$ cat src/rtl/flex_updown_counter.sv
// flex_updown_counter: up/down counter with programmable rollover value,
// synchronous clear and parallel load. The counting range is 1..rollover_val.
// rollover_flag and underflow_flag are registered and change on the same
// edge as count_out.
// Optional build macro FLEX_CNT_SAT_EN adds a 'saturate' input. When
// saturate=1 the counter holds at the ends of its range instead of wrapping.
module flex_updown_counter #(
  parameter int SIZE = 4
) (
  input  logic            clk,
  input  logic            n_rst,
  input  logic            clear,
  input  logic            load,
  input  logic [SIZE-1:0] load_val,
  input  logic            count_enable,
  input  logic            up_down,
  input  logic [SIZE-1:0] rollover_val,
`ifdef FLEX_CNT_SAT_EN
  input  logic            saturate,
`endif
  output logic [SIZE-1:0] count_out,
  output logic            rollover_flag,
  output logic            underflow_flag
);

  localparam logic [SIZE-1:0] ZERO = '0;
  localparam logic [SIZE-1:0] ONE  = SIZE'(1);

  logic [SIZE-1:0] count_q, count_d;
  logic            rollover_q, rollover_d;
  logic            underflow_q, underflow_d;
  logic            sat_mode;

`ifdef FLEX_CNT_SAT_EN
  assign sat_mode = saturate;
`else
  assign sat_mode = 1'b0;
`endif

  // One up step. A count at or above the terminal value either wraps to 1
  // or, in saturate mode, pins to the terminal value. A count above a newly
  // lowered terminal value takes this same path.
  function automatic logic [SIZE-1:0] step_up(input logic [SIZE-1:0] cur,
                                              input logic [SIZE-1:0] rv,
                                              input logic            sat);
    if (cur >= rv) step_up = sat ? rv : ONE;
    else           step_up = cur + ONE;
  endfunction

  // One down step. A count at 1 or 0 either wraps to the terminal value or,
  // in saturate mode, pins to 1.
  function automatic logic [SIZE-1:0] step_down(input logic [SIZE-1:0] cur,
                                                input logic [SIZE-1:0] rv,
                                                input logic            sat);
    if (cur <= ONE) step_down = sat ? ONE : rv;
    else            step_down = cur - ONE;
  endfunction

  // Next-count selection (clear > load > count > hold) and next-flag decode.
  // A zero rollover_val disables counting but still lets clear and load act.
  always_comb begin
    count_d = count_q;
    if (clear) begin
      count_d = ZERO;
    end else if (load) begin
      count_d = load_val;
    end else if (count_enable && (rollover_val != ZERO)) begin
      if (up_down) count_d = step_up(count_q, rollover_val, sat_mode);
      else         count_d = step_down(count_q, rollover_val, sat_mode);
    end
    // The flags are decoded from the next count, so they line up with count_out.
    rollover_d  = (rollover_val != ZERO) && (count_d == rollover_val);
    underflow_d = (rollover_val != ZERO) && (count_d == ONE);
  end

  // Count and flag registers with asynchronous active-low reset.
  always_ff @(posedge clk or negedge n_rst) begin
    if (!n_rst) begin
      count_q     <= ZERO;
      rollover_q  <= 1'b0;
      underflow_q <= 1'b0;
    end else begin
      count_q     <= count_d;
      rollover_q  <= rollover_d;
      underflow_q <= underflow_d;
    end
  end

  assign count_out      = count_q;
  assign rollover_flag  = rollover_q;
  assign underflow_flag = underflow_q;

endmodule

$ cat config.mk
export PLATFORM = sky130hd
export DESIGN_NAME = flex_updown_counter
export DESIGN_NICKNAME = d
export VERILOG_FILES = /design/src/rtl/flex_updown_counter.sv
export SDC_FILE = /design/constraint.sdc
export NUM_CORES = 1
export LEC_CHECK = 0
export ABC_AREA = 1
export ABC_CLOCK_PERIOD_IN_PS = 1770
export CAP_MARGIN = 5
export CORE_UTILIZATION = 43
export DETAILED_ROUTE_END_ITERATION = 12
export PLACE_DENSITY = 0.74
export SYNTH_ARGS = -nofsm -noshare
export SYNTH_HDL_FRONTEND = slang
export SYNTH_SLANG_ARGS = --single-unit
$ cat constraint.sdc
create_clock -name clk -period 1.77 [get_ports clk]
set_input_delay 0.354 -clock clk [delete_from_list [all_inputs] [get_ports clk]]
set_output_delay 0.354 -clock clk [all_outputs]
set_load 0.1 [all_outputs]
* After elaboration in Yosys (flattened, before gate mapping)
Index checks and enable logic that the tools add are counted.
** Cells by class
- Add/subtract/negate cells :: 2
- $lt $le $gt $ge :: 2
- Equality and inequality tests :: 2
- Multiplexer cells :: 6
- Reductions and logical operators :: 4
** Operator list (count)
- two-way mux 4 bit :: 6
- adder 4 x 1 -> 4 bit, second input constant :: 1
- equality test 4 x 1 -> 1 bit, second input constant :: 1
- equality test 4 bit :: 1
- >= comparator 4 bit :: 1
- <= comparator 4 x 1 -> 1 bit, second input constant :: 1
- nonzero test 4 bit :: 1
- subtractor 4 x 1 -> 4 bit, second input constant :: 1
- logical AND 1 bit :: 3
** Storage, ports and cells
- Register bits after elaboration :: 6
- Logic and storage cells :: 19

* Depth between registers and ports, before layout
Gate-level depths: netlist of run 1.
- Depth in word-level cells :: 8
- Depth in mapped cells :: 16
- Mapped depth without buffers :: 16

* Worst setup path after synthesis of run 1
OpenSTA, ideal clock, no wires.
- Path kind :: register to register
- Start point :: register count_q[0], in the netlist count_out[0]
- End point :: register rollover_q, in the netlist rollover_flag
- Library setup time :: 0.071 ns
- Arrival :: 2.360 ns
- Data required time :: 1.699 ns
- Path slack :: -0.662 ns
- Stages on the path, launching flop included :: 16
- Buffers on the path :: 0
- Clock period less this slack :: 2.432 ns
- Path through :: dfrtp_1 inv_1 ha_1 inv_1 nand2_2 nand2_4 nand2_1 o21ai_1 nand2_1 nand3_2 nand2_2 nand2_4 nand2_2 nand2_1 nand3_1 nor2_1
** On the way
- Word-level cells in the longest chain between the ends :: 8
- Elaborated cells between the ends (all ways) :: 12
- Classes of those cells :: 2 x add/sub; 2 x order compare; 1 x eq/ne; 6 x mux; 1 x reduce/logical
** RTL lines
- start, declared :: RTL line 29 : logic [SIZE-1:0] count_q, count_d;
- start signal, assigned :: RTL line 83 : count_q <= count_d;
- subtractor 4 x 1 -> 4 bit, or another cell as far along :: RTL line 56 : else step_down = cur - ONE;
- two-way mux 4 bit (on tied branches) :: RTL line 55, 46
- two-way mux 4 bit :: RTL line 68 : if (up_down) count_d = step_up(count_q, rollover_val, sat_mode);
- two-way mux 4 bit (*) :: RTL line 67 : end else if (count_enable && (rollover_val != ZERO)) begin
- two-way mux 4 bit (*) :: RTL line 65 : end else if (load) begin
- two-way mux 4 bit (*) :: RTL line 63 : if (clear) begin
- equality test 4 bit (*) :: RTL line 72 : rollover_d = (rollover_val != ZERO) && (count_d == rollover_val);
- logical AND 1 bit (*) :: RTL line 72
- named net rollover_d :: RTL line 30 : logic rollover_q, rollover_d;
- end signal, assigned :: RTL line 84 : rollover_q <= rollover_d;
- end, declared :: RTL line 30
The timed path passes the listed nets; every way through them passes the cells marked *.

* Worst setup path in the final report of run 1
- Start point :: register count_q[1], in the netlist count_out[1]
- End point :: register rollover_q, in the netlist rollover_flag
The elaborated chain is that of the path after synthesis.

==> results_dict.tcl, run 1 <==
set metrics [dict create \
    status "finished, violations left" \
    violations "setup timing" \
    wirelength_um 2510 \
    cts_root_buf "clkbuf_4" \
    layout-drive-gt1-share_pct 44.8 \
    worst_pin_slew_ps 288 \
    die_w_um 44.3 \
    start_util_pct 48.2 \
    hold_buffers 0 \
    drv_slew 0 \
    async_reset_ff_share_pct 100 \
    viasPerCell 5.21 \
    ys.flop_type "dfrtp_1" \
    cp-end-kind "flip-flop" \
    rows 14 \
    dr.pass1.iters 6 \
    cp.arrival_ps 2000 \
    routed-via-count 975 \
    antenna_cells 0 \
    drt-wirelength-per-cell_um 13.4 \
    finalSetupViolCount 1 \
    worst_setup_path_start_kind "flip-flop" \
    yosysSeqAreaShare_pct 19.5 \
    relSlewSlack_pct 80.7 \
    cts_buffer_depth 2 \
    ios 20 \
    hpwl_um 1890 \
    power_mw 0.770 \
    drv_cap 0 \
    grtUsageTotal_pct 27.5 \
    ys_top_cells_by_area "dfrtp_1, nand2_1, nand3_1, ha_1, inv_1" \
    fmaxAchievable_ghz 0.535 \
    min_period_over_period_pct 106 \
    synth_edf_count 0 \
    grt_pass1_vias 979 \
    hold_path.class "in -> async" \
    hold_viol 0 \
    die_h_um 44.3 \
    synth.distinct_cells 19 \
    synth.top_cell.area_share_pct 19.5 \
    setup_slack_ps -98.5 \
    io_buffer_count 19 \
    cts_tree "built" \
    path_clk_slew_ps 60 \
    place_area_mm2 0.00120 \
    synth_seq_cells 6 \
    route.detailed.drc 0 \
    grt_max_degree 8 \
    final_area_mm2 0.00134 \
    worstSetupPathType "reg -> reg" \
    dr.first_iter.drc_count 35 \
    syn_inst 121 \
    postSynthAreaPerCell_um2 6.35 \
    antenna_found_initial 0 \
    grt_pass1_wl_um 3940 \
    h-tree-depth 1 \
    layout_min_cycle_time_ps 1870 \
    synth.largest_area_cell "dfrtp_1" \
    ys_warn_count 0 \
    rsz0062_at_grt "true" \
    finClkSkew_ps 12.9 \
    clk_latency_ps 250 \
    crit_fanout 5 \
    tns_ps -98.5 \
    cts.sinks 6 \
    power_density_mw_per_mm2 576 \
    synth_common_cells "nand2_1, inv_1, nand3_1, nor2_1" \
    core_area_mm2 0.00159 \
    place_congestion 0.862 \
    yosysMostFrequentCell "nand2_1" \
    numCtsBuffers 3 \
    synth_fp_nets 142 \
    grt.overflow.total 0 \
    p_leak_nw 0.685 \
    die_area_mm2 0.00196 \
    syn_to_final_growth_pct 73.8 \
    netlist_area_um2 768 \
    fin_nets 185 \
    postRouteAntennaNets 0 \
    crit_required_ps 1900 \
    peakVddDrop_uv 642 \
]
-- final cells by class --
class	instances	area [um^2]
sequential	6	163
multi-input combinational	93	634
fill	105	259
inverter	21	86.3
clock buffer	4	26.3
timing repair buffer	39	395
tap	24	30.0
-- report_power, final --
group / switching [mW] / internal [mW]
logic: 0.265 / 0.190
clock network: 0.0555 / 0.0858
registers: 0.0210 / 0.151
total: 0.342 / 0.428
-- what timing repair did --
action / in CTS / in global routing
resized for setup: 17 / 13
setup buffers: 2 / 0
pin swaps: 10 / 10
endpoints found under the setup margin: 2 / 4
-- cells by family (layout without fill, tap and decap cells) --
family                     count (synthesis)  count (layout)  synth area share (%)
AOI/OAI and AO/OA                          7               7                  5.05
and+or+nand+nor                           78              78                  51.1
buffers and inverters                     22              64                  11.7
DFF                                        6               6                  19.5
xor gates and xnor gates                   1               1                  1.14
adders and majority gates                  7               7                  11.4
-- routing by layer --
metal,vias to the layer above,track usage [%],part of all wire (%),routed length (um)
li1,468,-,-,-
met1,441,31.2,39,982
met2,52,48.5,51,1280
met3,14,5.31,5.5,138
met4,0,13.9,4.4,111
met5,-,0,0,0
-- critical path, stage by stage, from the launching register on --
cell     delay [ps]
dfrtp_4         520
inv_4            80
ha_1            140
inv_2            40
nand2_4         100
nand3_1          90
nand2_1          80
inv_1            60
a21oi_2         160
nand2_2          80
nand2_2          70
nand2_2          70
nand2_1          80
nand2_1          50
nand3_1          60
nor2_1           50
-- stage by stage --
step / hold WS [ps] / util [%] / std cells / worst slack (ps)
2_1_floorplan: 58.4 / - / 121 / -35.9
4_1_cts: 341 / 81.1 / 187 / -0.383
3_5_place_dp: 613 / 75.0 / 181 / -411
3_3_place_gp: 602 / 75.0 / 181 / -300
6_report: 341 / 83.8 / 187 / -98.5
5_1_grt: 352 / 83.8 / 187 / -180
-- final timing paths --
| check | startpoint | slack [ps] | cells past startpoint | endpoint |
|---|---|---|---|---|
| setup / recovery | count_out[1] | -100 | 15 | rollover_flag |
| max in group asynchronous | n_rst | 1180 | 1 | count_out[2] |
| setup reg to reg | count_out[1] | -100 | 15 | rollover_flag |
| hold / removal | n_rst | 340 | 1 | count_out[3] |
| min in group clk | rollover_val[2] | 550 | 4 | rollover_flag |
| hold reg to reg | count_out[1] | 800 | 4 | count_out[1] |
-- registers in the layout, indices dropped and copies added (netlist names) --
signal	count
underflow_flag	1
rollover_flag	1
count_out	4
-- layout by cell type, fill, tap and decap left out, types with 2 or more instances in the layout --
cell type and instances:
inv_2 5, dfrtp_1 2, buf_12 6, clkdlybuf4s50_1 9, a21oi_2 2, nand3_2 6, nand2_4 4, buf_4 20
ha_4 3, dlygate4sd2_1 4, nand3_1 14, dfrtp_4 3, nor2_1 13, nand2_2 13, nand2_1 23, a21oi_1 4
clkbuf_4 3, inv_1 14, ha_1 3
Power figures use the tool's default switching activity.
==> run 2: changes to the inputs <==
- PLACE_DENSITY: 0.74 -> 0.75
- TNS_END_PERCENT: not set -> 50
==> results_dict.tcl, run 2 (same netlist as run 1, synthesis figures left out) <==
set metrics [dict create \
    status "finished, violations left" \
    violations "DRC, setup timing" \
    instances_no_fill 188 \
    wirelength_um 2510 \
    hold_buffers 0 \
    rsz0062_at_grt "true" \
    core_area_mm2 0.00159 \
    largest_register_ffs 4 \
    numCtsBuffers 3 \
    drv_slew 0 \
    die_h_um 44.3 \
    die_area_mm2 0.00196 \
    tns_ps -28.7 \
    rows 14 \
    start_util_pct 48.2 \
    grt.overflow.total 0 \
    cp.arrival_ps 1940 \
    hold_path.class "in -> async" \
    final_cell_mix "nand2_1, buf_4, inv_1, nand3_1, nor2_1" \
    peakVddDrop_uv 560 \
    place_congestion 0.898 \
    finalSetupViolCount 1 \
    h-tree-depth 1 \
    dr.first_iter.drc_count 42 \
    antenna_found_initial 0 \
    timing.rr.end "rollover_flag" \
    busiest_layer "met2" \
    worstSetupPathType "reg -> reg" \
    final_common_cell "nand2_1" \
    hpwl_um 1770 \
    syn_to_final_growth_pct 75.2 \
    grtUsageMet1_pct 34.1 \
    cts.sinks 6 \
    layout-drive-gt1-share_pct 44.5 \
    cp-end-kind "flip-flop" \
    power_density_mw_per_mm2 580 \
    power_mw 0.780 \
    crit_fanout 4 \
    met3_usage_pct 4.90 \
    dr.pass1.iters 8 \
    reg2regPathDepth 16 \
    layout_min_cycle_time_ps 1800 \
    drv_cap 0 \
    cts_root_buf "clkbuf_4" \
    post-route-util_pct 84.5 \
    viasPerCell 4.98 \
    postRouteAntennaNets 0 \
    finClkSkew_ps 11.4 \
    worst_setup_path_start_kind "flip-flop" \
    grt_pass1_vias 874 \
    grt_max_degree 9 \
    hold_viol 0 \
    r2r_start "count_out[0]" \
    route.detailed.drc 1 \
    setup_slack_ps -28.7 \
    crit_required_ps 1910 \
    placed_cells 179 \
    antenna_cells 0 \
    path_clk_slew_ps 60 \
    cts_tree "built" \
    fmaxAchievable_ghz 0.556 \
    relSlewSlack_pct 80.8 \
    die_w_um 44.3 \
    cts_buffer_depth 2 \
    pre_cts_ws_ps -423 \
    io_buffer_count 19 \
    fin_nets 186 \
    rrSetupSlack_ps -30 \
    grtUsageTotal_pct 27.9 \
    drt-wirelength-per-cell_um 13.4 \
    routed-via-count 936 \
    ios 20 \
    grt_pass1_wl_um 3930 \
    grt_use_met2_pct 49.4 \
    p_leak_nw 0.691 \
    worst_pin_slew_ps 286 \
    min_period_over_period_pct 102 \
    clk_latency_ps 260 \
]
[run 2: cell types whose count changed in the layout (fill, tap and decap cells not counted), sizes merged]
cell  before  now
buf       26   27
[run 2: power by group]
group / switching (mW) / internal, mW / total, mW
clock: 0.0636 / 0.0863 / 0.150
sequential: 0.0140 / 0.151 / 0.165
combinational: 0.270 / 0.195 / 0.465
[run 2: metal layers]
metal / wire, um / vias to the layer above
met1: 1030 / 428
met2: 1330 / 36
met4: 37 / 0
met3: 113 / 6
li1: - / 466
met5: 0 / -
[run 2: repair_timing]
action / 4_1_cts / 5_1_grt
gates resized for setup: 20 / 11
setup buffers: 4 / 1
pin swaps: 14 / 14
setup endpoints to repair: 3 / 3
[run 2: worst max path at each step]
stage                         start       endpoint  slack, ps  depth (start not counted)
floorplan              count_out[0]  rollover_flag        -40                         15
global placement    rollover_val[3]  rollover_flag       -340                         13
detailed placement  rollover_val[3]  rollover_flag       -420                         12
CTS                    count_out[0]  rollover_flag        -40                         16
global route           count_out[0]  rollover_flag       -130                         16
finish                 count_out[0]  rollover_flag        -30                         16
[run 2: critical path, stage by stage, from the launching register on]
cell and delay, ps:
dfrtp_4 510, inv_6 90, ha_4 200, inv_2 40
nand2_1 40, nand2_1 70, nand2_2 70, nand2_4 70
nand3_2 60, nand2_2 80, nand2_2 70, nand2_2 80
nand2_2 70, nand2_1 70, nand2_1 60, nand3_2 60
nor2_1 40
[run 2: per-stage QoR]
step | hold slack [ps] | area [um^2]
floorplan | 58.4 | 792
global placement | 603 | 1180
detailed placement | 618 | 1180
CTS | 336 | 1310
global route | 358 | 1350
finish | 333 | 1350
[run 2: layout make-up]
| cell class | count | area, um^2 |
|---|---|---|
| clock buffer | 4 | 26.3 |
| fill | 96 | 248 |
| inverter | 21 | 86.3 |
| multi-input combinational | 93 | 634 |
| sequential | 6 | 163 |
| tap | 24 | 30.0 |
| timing repair buffer | 40 | 407 |
